--- config.mk ---
export PLATFORM = sky130hd
export DESIGN_NAME = frame_buffer_reader
export DESIGN_NICKNAME = d
export VERILOG_FILES = /design/src/rtl/frame_buffer_reader.sv
export SDC_FILE = /design/constraint.sdc
export NUM_CORES = 2
export LEC_CHECK = 0
export BUFFER_PORTS_ARGS = -buffer_cell sky130_fd_sc_hd__buf_2
export CORE_UTILIZATION = 45
export CTS_BUF_LIST = sky130_fd_sc_hd__clkbuf_4
export DETAILED_ROUTE_END_ITERATION = 10
export REMOVE_ABC_BUFFERS = 1
export SYNTH_ARGS = -nofsm -noshare
export SYNTH_HDL_FRONTEND = slang
export SYNTH_SLANG_ARGS = --single-unit
export TNS_END_PERCENT = 100
--- constraint.sdc ---
create_clock -name clock -period 5.9 [get_ports clock]
set_clock_uncertainty 0.05 [all_clocks]
set_input_delay 1.18 -clock clock [delete_from_list [all_inputs] [get_ports clock]]
set_output_delay 1.18 -clock clock [all_outputs]
set_load 0.005 [all_outputs]
--- src/rtl/frame_buffer_reader.sv ---
// Bus-master DMA: fetches a grayscale frame from SDRAM in line-bounded bursts and streams it out as bytes.
// Define FRAME_READER_LOOP_EN to restart at base after every frame instead of stopping after one.
module frame_buffer_reader #(
    parameter logic [7:0]  customInstructionId = 8'd0,
    parameter int unsigned fifoDepthLog2       = 5,
    parameter int unsigned maxBurstSize        = 16
) (
    input  logic        clock,
    input  logic        reset,
    input  logic        ciStart,
    input  logic        ciCke,
    input  logic [7:0]  ciN,
    input  logic [31:0] ciValueA,
    input  logic [31:0] ciValueB,
    output logic [31:0] ciResult,
    output logic        ciDone,
    output logic        requestBus,
    input  logic        busGrant,
    output logic        beginTransactionOut,
    output logic        readNotWriteOut,
    output logic [31:0] addressDataOut,
    output logic [3:0]  byteEnablesOut,
    output logic [7:0]  burstSizeOut,
    input  logic [31:0] addressDataIn,
    input  logic        dataValidIn,
    input  logic        endTransactionIn,
    input  logic        busErrorIn,
    output logic [7:0]  pixelOut,
    output logic        pixelValidOut,
    input  logic        pixelReadyIn,
    output logic        lineStartOut,
    output logic        frameStartOut
);

    localparam int unsigned Depth    = 1 << fifoDepthLog2;
    localparam int unsigned CntW     = fifoDepthLog2 + 1;
    localparam logic [8:0]  MaxBurst = 9'(maxBurstSize);

    typedef enum logic [2:0] {IDLE, REQUEST, INIT, DATA, FINISH} state_t;

    state_t state_q, state_d;
    logic [31:0] base_q, base_d;
    logic [8:0]  wpl_q, wpl_d;
    logic [10:0] lpf_q, lpf_d;
    logic        running_q, running_d, done_q, done_d, error_q, error_d, stop_q, stop_d;
    logic [31:0] wbase_q, wbase_d, line_addr_q, line_addr_d;
    logic [8:0]  wwpl_q, wwpl_d, word_cnt_q, word_cnt_d, burst_len_q, burst_len_d;
    logic [10:0] wlpf_q, wlpf_d, line_cnt_q, line_cnt_d;
    logic        begin_q, begin_d;
    logic [31:0] addr_out_q, addr_out_d;
    logic [7:0]  burst_out_q, burst_out_d;

    logic [31:0]              mem [Depth];
    logic [fifoDepthLog2-1:0] wr_ptr_q, wr_ptr_d, rd_ptr_q, rd_ptr_d;
    logic [CntW-1:0]          count_q, count_d;
    logic [31:0]              rd_word_q;
    logic                     rd_valid_q, rd_valid_d;

    logic [31:0] ser_word_q, ser_word_d;
    logic [1:0]  byte_idx_q, byte_idx_d;
    logic        pix_valid_q, pix_valid_d, ls_q, ls_d, fs_q, fs_d;
    logic [8:0]  out_word_q, out_word_d;
    logic [10:0] out_line_q, out_line_d;

    logic        ci_sel, start_c, push, pop, load, accept, room_ok;
    logic [2:0]  op;
    logic [8:0]  remaining, len, nxt_word;
    logic [CntW-1:0] free_c;
    logic [28:0] unused_ci_a;

    assign op          = ciValueA[2:0];
    assign unused_ci_a = ciValueA[31:3];
    assign ci_sel      = ciStart & ciCke & (ciN == customInstructionId);
    assign ciDone      = ci_sel;
    assign ciResult    = !ci_sel      ? 32'd0 :
                         (op == 3'd0) ? base_q :
                         (op == 3'd5) ? {29'd0, error_q, done_q, running_q} : 32'd0;

    assign start_c = ci_sel & (op == 3'd4) & ciValueB[0] & ~running_q &
                     (wpl_q != 9'd0) & (lpf_q != 11'd0);

    // Bursts are clipped at the end of the line and granted only if the FIFO can take all of it
    assign remaining = wwpl_q - word_cnt_q;
    assign len       = (remaining > MaxBurst) ? MaxBurst : remaining;
    assign free_c    = CntW'(Depth) - count_q;
    assign room_ok   = 32'(free_c) >= 32'(len);
    assign nxt_word  = word_cnt_q + burst_len_q;

    assign accept = pix_valid_q & pixelReadyIn;
    assign load   = rd_valid_q & (~pix_valid_q | (accept & (byte_idx_q == 2'd3)));
    assign pop    = (count_q != '0) & (~rd_valid_q | load);
    assign push   = (state_q == DATA) & dataValidIn & (count_q != CntW'(Depth));

    assign requestBus          = (state_q == REQUEST);
    assign beginTransactionOut = begin_q;
    assign readNotWriteOut     = begin_q;
    assign byteEnablesOut      = {4{begin_q}};
    assign addressDataOut      = addr_out_q;
    assign burstSizeOut        = burst_out_q;

    assign pixelValidOut = pix_valid_q;
    assign pixelOut      = pix_valid_q ? 8'(ser_word_q >> {byte_idx_q, 3'b000}) : 8'd0;
    assign lineStartOut  = pix_valid_q & ls_q & (byte_idx_q == 2'd0);
    assign frameStartOut = pix_valid_q & fs_q & (byte_idx_q == 2'd0);

    always_comb begin
        state_d     = state_q;
        base_d      = base_q;
        wpl_d       = wpl_q;
        lpf_d       = lpf_q;
        running_d   = running_q;
        done_d      = done_q;
        error_d     = error_q;
        stop_d      = stop_q;
        wbase_d     = wbase_q;
        wwpl_d      = wwpl_q;
        wlpf_d      = wlpf_q;
        line_addr_d = line_addr_q;
        line_cnt_d  = line_cnt_q;
        word_cnt_d  = word_cnt_q;
        burst_len_d = burst_len_q;
        begin_d     = 1'b0;
        addr_out_d  = 32'd0;
        burst_out_d = 8'd0;
        wr_ptr_d    = wr_ptr_q;
        rd_ptr_d    = rd_ptr_q;
        count_d     = count_q + CntW'(push) - CntW'(pop);
        rd_valid_d  = rd_valid_q;
        ser_word_d  = ser_word_q;
        byte_idx_d  = byte_idx_q;
        pix_valid_d = pix_valid_q;
        ls_d        = ls_q;
        fs_d        = fs_q;
        out_word_d  = out_word_q;
        out_line_d  = out_line_q;

        // Status-read clear comes first so that a same-cycle set below wins
        if (ci_sel) begin
            case (op)
                3'd1: base_d = {ciValueB[31:2], 2'b00};
                3'd2: wpl_d  = ciValueB[8:0];
                3'd3: lpf_d  = ciValueB[10:0];
                3'd4: if (!ciValueB[0] && running_q) stop_d = 1'b1;
                3'd5: begin
                    done_d  = 1'b0;
                    error_d = 1'b0;
                end
                default: ;
            endcase
        end

        case (state_q)
            IDLE: begin
                if (running_q && stop_q) begin
                    running_d = 1'b0;
                    stop_d    = 1'b0;
                end else if (running_q && (line_cnt_q < wlpf_q) && room_ok) begin
                    state_d = REQUEST;
                end
            end
            REQUEST: begin
                if (busGrant) begin
                    state_d     = INIT;
                    begin_d     = 1'b1;
                    addr_out_d  = line_addr_q + {21'd0, word_cnt_q, 2'b00};
                    burst_out_d = 8'(len - 9'd1);
                    burst_len_d = len;
                end
            end
            INIT: state_d = DATA;
            DATA: begin
                if (busErrorIn) begin
                    state_d   = IDLE;
                    error_d   = 1'b1;
                    running_d = 1'b0;
                    stop_d    = 1'b0;
                end else if (endTransactionIn) begin
                    state_d = FINISH;
                end
            end
            FINISH: begin
                state_d = IDLE;
                if (nxt_word == wwpl_q) begin
                    word_cnt_d  = 9'd0;
                    line_cnt_d  = line_cnt_q + 11'd1;
                    line_addr_d = line_addr_q + {21'd0, wwpl_q, 2'b00};
                    if (line_cnt_q + 11'd1 == wlpf_q) begin
                        done_d = 1'b1;
`ifdef FRAME_READER_LOOP_EN
                        line_cnt_d  = 11'd0;
                        line_addr_d = wbase_q;
`else
                        running_d = 1'b0;
                        stop_d    = 1'b0;
`endif
                    end
                end else begin
                    word_cnt_d = nxt_word;
                end
            end
            default: state_d = IDLE;
        endcase

        if (push) wr_ptr_d = wr_ptr_q + 1'b1;
        if (pop)  rd_ptr_d = rd_ptr_q + 1'b1;

        if (pop)       rd_valid_d = 1'b1;
        else if (load) rd_valid_d = 1'b0;

        // Line/frame markers follow the words as they leave, tracked independently of the fetch side
        if (load) begin
            ser_word_d  = rd_word_q;
            byte_idx_d  = 2'd0;
            pix_valid_d = 1'b1;
            ls_d        = (out_word_q == 9'd0);
            fs_d        = (out_word_q == 9'd0) && (out_line_q == 11'd0);
            if (out_word_q + 9'd1 == wwpl_q) begin
                out_word_d = 9'd0;
                out_line_d = (out_line_q + 11'd1 == wlpf_q) ? 11'd0 : out_line_q + 11'd1;
            end else begin
                out_word_d = out_word_q + 9'd1;
            end
        end else if (accept) begin
            byte_idx_d = byte_idx_q + 2'd1;
            if (byte_idx_q == 2'd3) pix_valid_d = 1'b0;
        end

        if (start_c) begin
            wbase_d     = base_q;
            wwpl_d      = wpl_q;
            wlpf_d      = lpf_q;
            line_addr_d = base_q;
            line_cnt_d  = 11'd0;
            word_cnt_d  = 9'd0;
            running_d   = 1'b1;
            stop_d      = 1'b0;
            wr_ptr_d    = '0;
            rd_ptr_d    = '0;
            count_d     = '0;
            rd_valid_d  = 1'b0;
            pix_valid_d = 1'b0;
            byte_idx_d  = 2'd0;
            out_word_d  = 9'd0;
            out_line_d  = 11'd0;
        end
    end

    always_ff @(posedge clock or negedge reset) begin
        if (!reset) begin
            state_q     <= IDLE;
            base_q      <= 32'd0;
            wpl_q       <= 9'd0;
            lpf_q       <= 11'd0;
            running_q   <= 1'b0;
            done_q      <= 1'b0;
            error_q     <= 1'b0;
            stop_q      <= 1'b0;
            wbase_q     <= 32'd0;
            wwpl_q      <= 9'd0;
            wlpf_q      <= 11'd0;
            line_addr_q <= 32'd0;
            line_cnt_q  <= 11'd0;
            word_cnt_q  <= 9'd0;
            burst_len_q <= 9'd0;
            begin_q     <= 1'b0;
            addr_out_q  <= 32'd0;
            burst_out_q <= 8'd0;
            wr_ptr_q    <= '0;
            rd_ptr_q    <= '0;
            count_q     <= '0;
            rd_valid_q  <= 1'b0;
            ser_word_q  <= 32'd0;
            byte_idx_q  <= 2'd0;
            pix_valid_q <= 1'b0;
            ls_q        <= 1'b0;
            fs_q        <= 1'b0;
            out_word_q  <= 9'd0;
            out_line_q  <= 11'd0;
        end else begin
            state_q     <= state_d;
            base_q      <= base_d;
            wpl_q       <= wpl_d;
            lpf_q       <= lpf_d;
            running_q   <= running_d;
            done_q      <= done_d;
            error_q     <= error_d;
            stop_q      <= stop_d;
            wbase_q     <= wbase_d;
            wwpl_q      <= wwpl_d;
            wlpf_q      <= wlpf_d;
            line_addr_q <= line_addr_d;
            line_cnt_q  <= line_cnt_d;
            word_cnt_q  <= word_cnt_d;
            burst_len_q <= burst_len_d;
            begin_q     <= begin_d;
            addr_out_q  <= addr_out_d;
            burst_out_q <= burst_out_d;
            wr_ptr_q    <= wr_ptr_d;
            rd_ptr_q    <= rd_ptr_d;
            count_q     <= count_d;
            rd_valid_q  <= rd_valid_d;
            ser_word_q  <= ser_word_d;
            byte_idx_q  <= byte_idx_d;
            pix_valid_q <= pix_valid_d;
            ls_q        <= ls_d;
            fs_q        <= fs_d;
            out_word_q  <= out_word_d;
            out_line_q  <= out_line_d;
        end
    end

    // Word FIFO storage with registered read port
    always_ff @(posedge clock) begin
        if (push) mem[wr_ptr_q] <= addressDataIn;
        if (pop)  rd_word_q <= mem[rd_ptr_q];
    end

endmodule

* Yosys cells after proc, flatten, opt, wreduce, memory -nomap -nowiden *
Memories as Yosys holds them, arrays and structs flattened. A register that Yosys moved wholly into a read port is not among the register bits.
Cells that the tools add are included.

cells by class
  add/subtract/negate cells = 14
  order comparisons = 3
  equal/unequal tests = 23
  shift operators = 1
  mux-type cells = 74
  bitwise gates (word level) = 22
  reductions and logical operators = 34

operator list
  kind                                                                    count
  32-bit two-way mux                                                      7
  11-bit two-way mux                                                      7
  32-bit by 11-bit adder with 32-bit output                               2
  9-bit two-way mux                                                       7
  1-bit two-way mux                                                       33
  32-bit by 5-bit >> shifter with 8-bit output                            1
  8-bit two-way mux                                                       3
  11-bit by 1-bit adder with 11-bit output (second input constant)        2
  11-bit equality test                                                    2
  5-bit two-way mux                                                       4
  9-bit equality test                                                     2
  3-bit two-way mux                                                       6
  1-bit AND                                                               17
  3-bit inequality test (second input constant)                           5
  2-bit AND reduction                                                     7
  3-bit by 2-bit equality test with 1-bit output (second input constant)  4
  3-bit case mux with 4 select lines                                      1
  2-bit nonzero test                                                      6
  11-bit logical NOT                                                      1
  11-bit < comparator                                                     1
  11-bit nonzero test                                                     1
  5-bit by 1-bit adder with 5-bit output (second input constant)          2
  9-bit by 1-bit adder with 9-bit output (second input constant)          1
  9-bit adder                                                             1
  other kinds (31)                                                        48

storage, ports and cells
  register bits = 253
  memory bits (writable) = 1024
  output and inout bits = 91
  logic and storage cells = 200
  memories kept = 1

memories
  name  words  width  rd ports  clocked after memory_dff  write ports  RTL line  RTL
  mem   32     32     1         1                         1            53        logic [31:0] mem [Depth];

* Longest topological paths before layout *
  word-level depth = 9
  mapped depth = 19
  mapped depth without buffers = 19

* Least setup slack after synthesis *
OpenSTA, ideal clock, no wires.

  kind = input port to flip-flop
  start point = input port pixelReadyIn
  end point = register count_q[4]
  setup time = 0.131 ns
  arrival = 4.887 ns
  slack = 0.832 ns
  cell stages on the path = 11
  buffers on the path = 0
  path through = a21boi_0 a32oi_1 ha_1 inv_1 ha_1 inv_1 fa_1 o21bai_1 a21oi_1 xnor2_1 nor2_1

between the ends
  longest elaborated chain between the ends = 8

RTL lines
  item                                         RTL line  RTL
  start: declaration                           30        input logic pixelReadyIn,
  1-bit AND                                    89        assign accept = pix_valid_q & pixelReadyIn;
  1-bit AND                                    90        assign load = rd_valid_q & (~pix_valid_q | (accept & (byte_idx_q == 2'd3)));
  1-bit OR                                     90
  1-bit AND                                    90
  1-bit OR                                     91        assign pop = (count_q != '0) & (~rd_valid_q | load);
  1-bit AND                                    91
  named net pop                                65        logic ci_sel, start_c, push, pop, load, accept, room_ok;
  6-bit by 1-bit subtractor with 6-bit output  127       count_d = count_q + CntW'(push) - CntW'(pop);
  6-bit two-way mux                            228       if (start_c) begin
  named net count_d[4]                         55        logic [CntW-1:0] count_q, count_d;
  end signal: assignment                       300       count_q <= count_d;
  end: declaration                             55

The timed path passes the listed nets, and every way through them passes these cells.
A chain may end at the register's enable or synchronous reset.

* Worst setup path in the final report *
  start point = input port ciN[3]
  end point = output port ciResult[2]

between the ends
  longest elaborated chain between the ends = 3

RTL lines
  item                RTL line  RTL
  start: declaration  12        input logic [7:0] ciN,
  8-bit logical NOT   73        assign ci_sel = ciStart & ciCke & (ciN == customInstructionId);
  1-bit AND           73
  32-bit two-way mux  75        assign ciResult = !ci_sel ? 32'd0 :
  end: declaration    15        output logic [31:0] ciResult,

No other way between the ends.

==> impl_results.md <==
* Final worst slack at 1120 ps
* H-tree Lvls at 5
* Syn avg cell area at 17.6 um^2
* Crit path kind: in -> out
* Worst-path clk slew at 70 ps
* Arr. time, crit path at 3550 ps
* Clk Tree Root Cell: clkbuf_4
* Hold WC Path Type: in -> reg
* Synthesized flop and latch total at 1306
* Vias in the first global route at 31.5k
* # Max-Cap Violations at 0
* Leak Pwr at 22.2 nW
* Final setup fails at 0
* CTS Buffer Depth at 4
* Ys async rst share at 19.1%
* Die H at 349 um
* Final hold vios at 0
* CP Depth at 9
* Gr usage total at 22.2%
* Post-CTS Setup Inserts at 0
* Port bufs at 174
* First-pass GRT wire length at 198000 um
* Drt drc at 0
* Fin crit share at 80.9%
* Placer Congestion at 0.850
* Layout cells sized above 1 at 33.4%
* Max VDD drop at 0.000276 V
* Unrepaired setup endpoints after global routing: false
* Synth warnings at 0
* Initial antenna violation count at 8
* Sequential-to-total area share from yosys stat at 70.0%
* Via/cell ratio at 5.66
* Core Region at 119000 um^2
* CP startpoint kind: primary input
* Highest clock rate at 0.209 GHz
* Pre-CTS setup slack at 1090 ps
* Inserted Clock Buffers at 350
* Max-slew headroom at 17.6%
* CP required at 4670 ps
* CTS tree: done
* Die Area at 122000 um^2
* Power per cell area at 377 nW/um^2
* Via count at 30.3k
* Post-synth top flop: edfxtp_1
* Wirelength per Cell at 24.9 um
* Worst-Margin Slew at 1230 ps
* Placed instance count at 4765
* Buf+Inv Stages, Crit Path at 4
* Area used by multi-input combinational logic at 15700 um^2
* Count of cell types in the netlist at 73
* Kind of end point of the critical path: output port
* Final wirelength at 133000 um
* P&R area growth vs syn at 14.2%
* Clock net sink count at 1306
* Starting Density at 45.7%
* Cell family with most CP delay: simple AND/OR/NAND/NOR gates
* Worst path slowest cell: or4_1
* EDFF count, synth at 1056
* Post-Layout Cell Count at 5352
* Post-DRT Antenna Nets at 0
* Post-synthesis cell area at 54200 um^2
* Total grt overflow at 0
* Hold path depth at 2
* Max Slew Vio Count at 0
* Cells along the critical path: buf_2 > or4_1 > nor4_1 > buf_4 > nor2b_1 > nor3b_2 > buf_4 > a22o_1 > buf_2
* CP peak stage delay at 510 ps
* R2R depth at 19
* Max FO, Critical Path at 30
* # nets final at 3712
* Hpwl dp at 79000 um
* Io pins at 204
* Status: finished, final reports clean
* Reg area at 38000 um^2
* Cell Rows at 126
* Synth Instances at 3075
* Die width at 349 um
* Fill cell count at 9621
* Final Critical Period at 4780 ps
* First drt pass iteration count at 5
* DR iter-0 viols at 2559
* Largest net degree at the start of global routing at 112
* Worst-Skew Late Latency at 1260 ps
-- routing by layer --
metal | vias up | GRT usage, % | wire [um]
li1 | 13192 | - | -
met1 | 15650 | 28.5 | 53300
met2 | 1209 | 37.0 | 66900
met3 | 251 | 4.76 | 8980
met4 | 2 | 8.81 | 3880
met5 | - | 0 | 9
-- cell usage in the layout (no fill, tap or decap), types with 27 or more instances in the layout --
cell / count
edfxtp_1: 1056
buf_12: 33
nand3_1: 43
buf_2: 173
clkinv_1: 46
o21ai_0: 68
clkbuf_4: 515
and2_1: 52
nand2_1: 215
buf_4: 38
a31oi_1: 27
xor2_1: 30
ha_1: 76
nor2_4: 32
a21oi_1: 73
mux4_2: 328
dfrtp_1: 245
nor3_1: 30
inv_1: 65
xnor2_1: 90
nor2_1: 135
mux2_2: 85
-- final timing paths --
path	slack, ps	from	end
setup / recovery	1120	ciN[3]	ciResult[2]
hold / removal	190	ciValueB[25]	base_q[25]$_DFFE_PN0P_
setup reg to reg	1450	wwpl_q[0]$_DFFE_PN0P_	state_q[0]$_DFFE_PN0P_
hold reg to reg	360	rd_word_q[28]$_DFFE_PP_	ser_word_q[28]$_DFFE_PN0P_
max in group asynchronous	3870	reset	rd_ptr_q[1]$_DFFE_PN0P_
min in group asynchronous	620	reset	base_q[23]$_DFFE_PN0P_
-- synth_stat cells, types with 17 or more instances --
cell type,number,area share (%)
nor2_1,167,1.2
dfrtp_1,250,12
mux2_2,85,1.8
ha_1,76,1.8
edfxtp_1,1056,58
nor4_1,17,0.20
a21oi_1,73,0.67
nand3_1,43,0.40
xnor2_1,90,1.5
mux4_2,328,14
nand2_1,217,1.5
inv_1,65,0.45
nand4_1,19,0.22
xor2_1,30,0.48
o21ai_0,68,0.63
and2_1,53,0.61
nor3_1,30,0.28
a31oi_1,27,0.31
or3_1,23,0.27
nand2b_1,18,0.21
clkbuf_1,104,0.72
buf_1,37,0.26
-- timing repair --
item                      4_1_cts  5_1_grt
hold endpoints to repair      103        0
hold buffers                    1        0
resized for setup               0        0
-- kinds of logic after synthesis --
group           after synthesis  synth area share [%]
xor+xnor                    120                  1.94
other cells                   2                0.0139
buf+inv                     220                  1.61
flops                      1306                  70.0
fa+ha+maj                    81                  1.94
simple gates                652                  5.74
mux                         425                  15.6
compound gates              269                  3.11
-- power by group --
part           internal [W]  leakage [nW]  switching (W)
logic               0.00276          7.11        0.00232
clock network       0.00404          2.53        0.00353
registers            0.0103          12.6       0.000466
total                0.0171          22.2        0.00631
-- per-stage QoR --
stage / util [%] / hold slack (ps) / cell area (um^2) / TNS, ps / total power, W
detailed placement: 48.6 / 377 / 57700 / 0 / 0.0161
finish: 52.2 / 190 / 61900 / 0 / 0.0234
global route: 52.2 / 96.7 / 61900 / 0 / 0.0245
CTS: 52.1 / 26.1 / 61900 / 0 / 0.0237
global placement: 48.6 / 375 / 57700 / 0 / 0.0160
floorplan: - / 365 / 53600 / -200880 / 0.0149
-- state kept, by name, indices dropped and copies added (netlist names), 11 cells and up --
signal / cells
base_q: 30
wlpf_q: 11
addressDataOut: 31
ser_word_q: 32
line_cnt_q: 11
out_line_q: 11
lpf_q: 11
line_addr_q: 30
rd_word_q: 32
mem: 1024
-- area by class of cell --
| cell class | instances | share of cell area, % |
|---|---|---|
| clock inverter | 63 | 0.487 |
| inverter | 65 | 0.394 |
| sequential | 1306 | 61.3 |
| antenna | 8 | 0.0323 |
| multi-input combinational | 1549 | 25.3 |
| tap | 1600 | 3.23 |
| clock buffer | 515 | 6.24 |
| timing repair buffer | 246 | 2.97 |
Power figures use the tool's default switching activity.
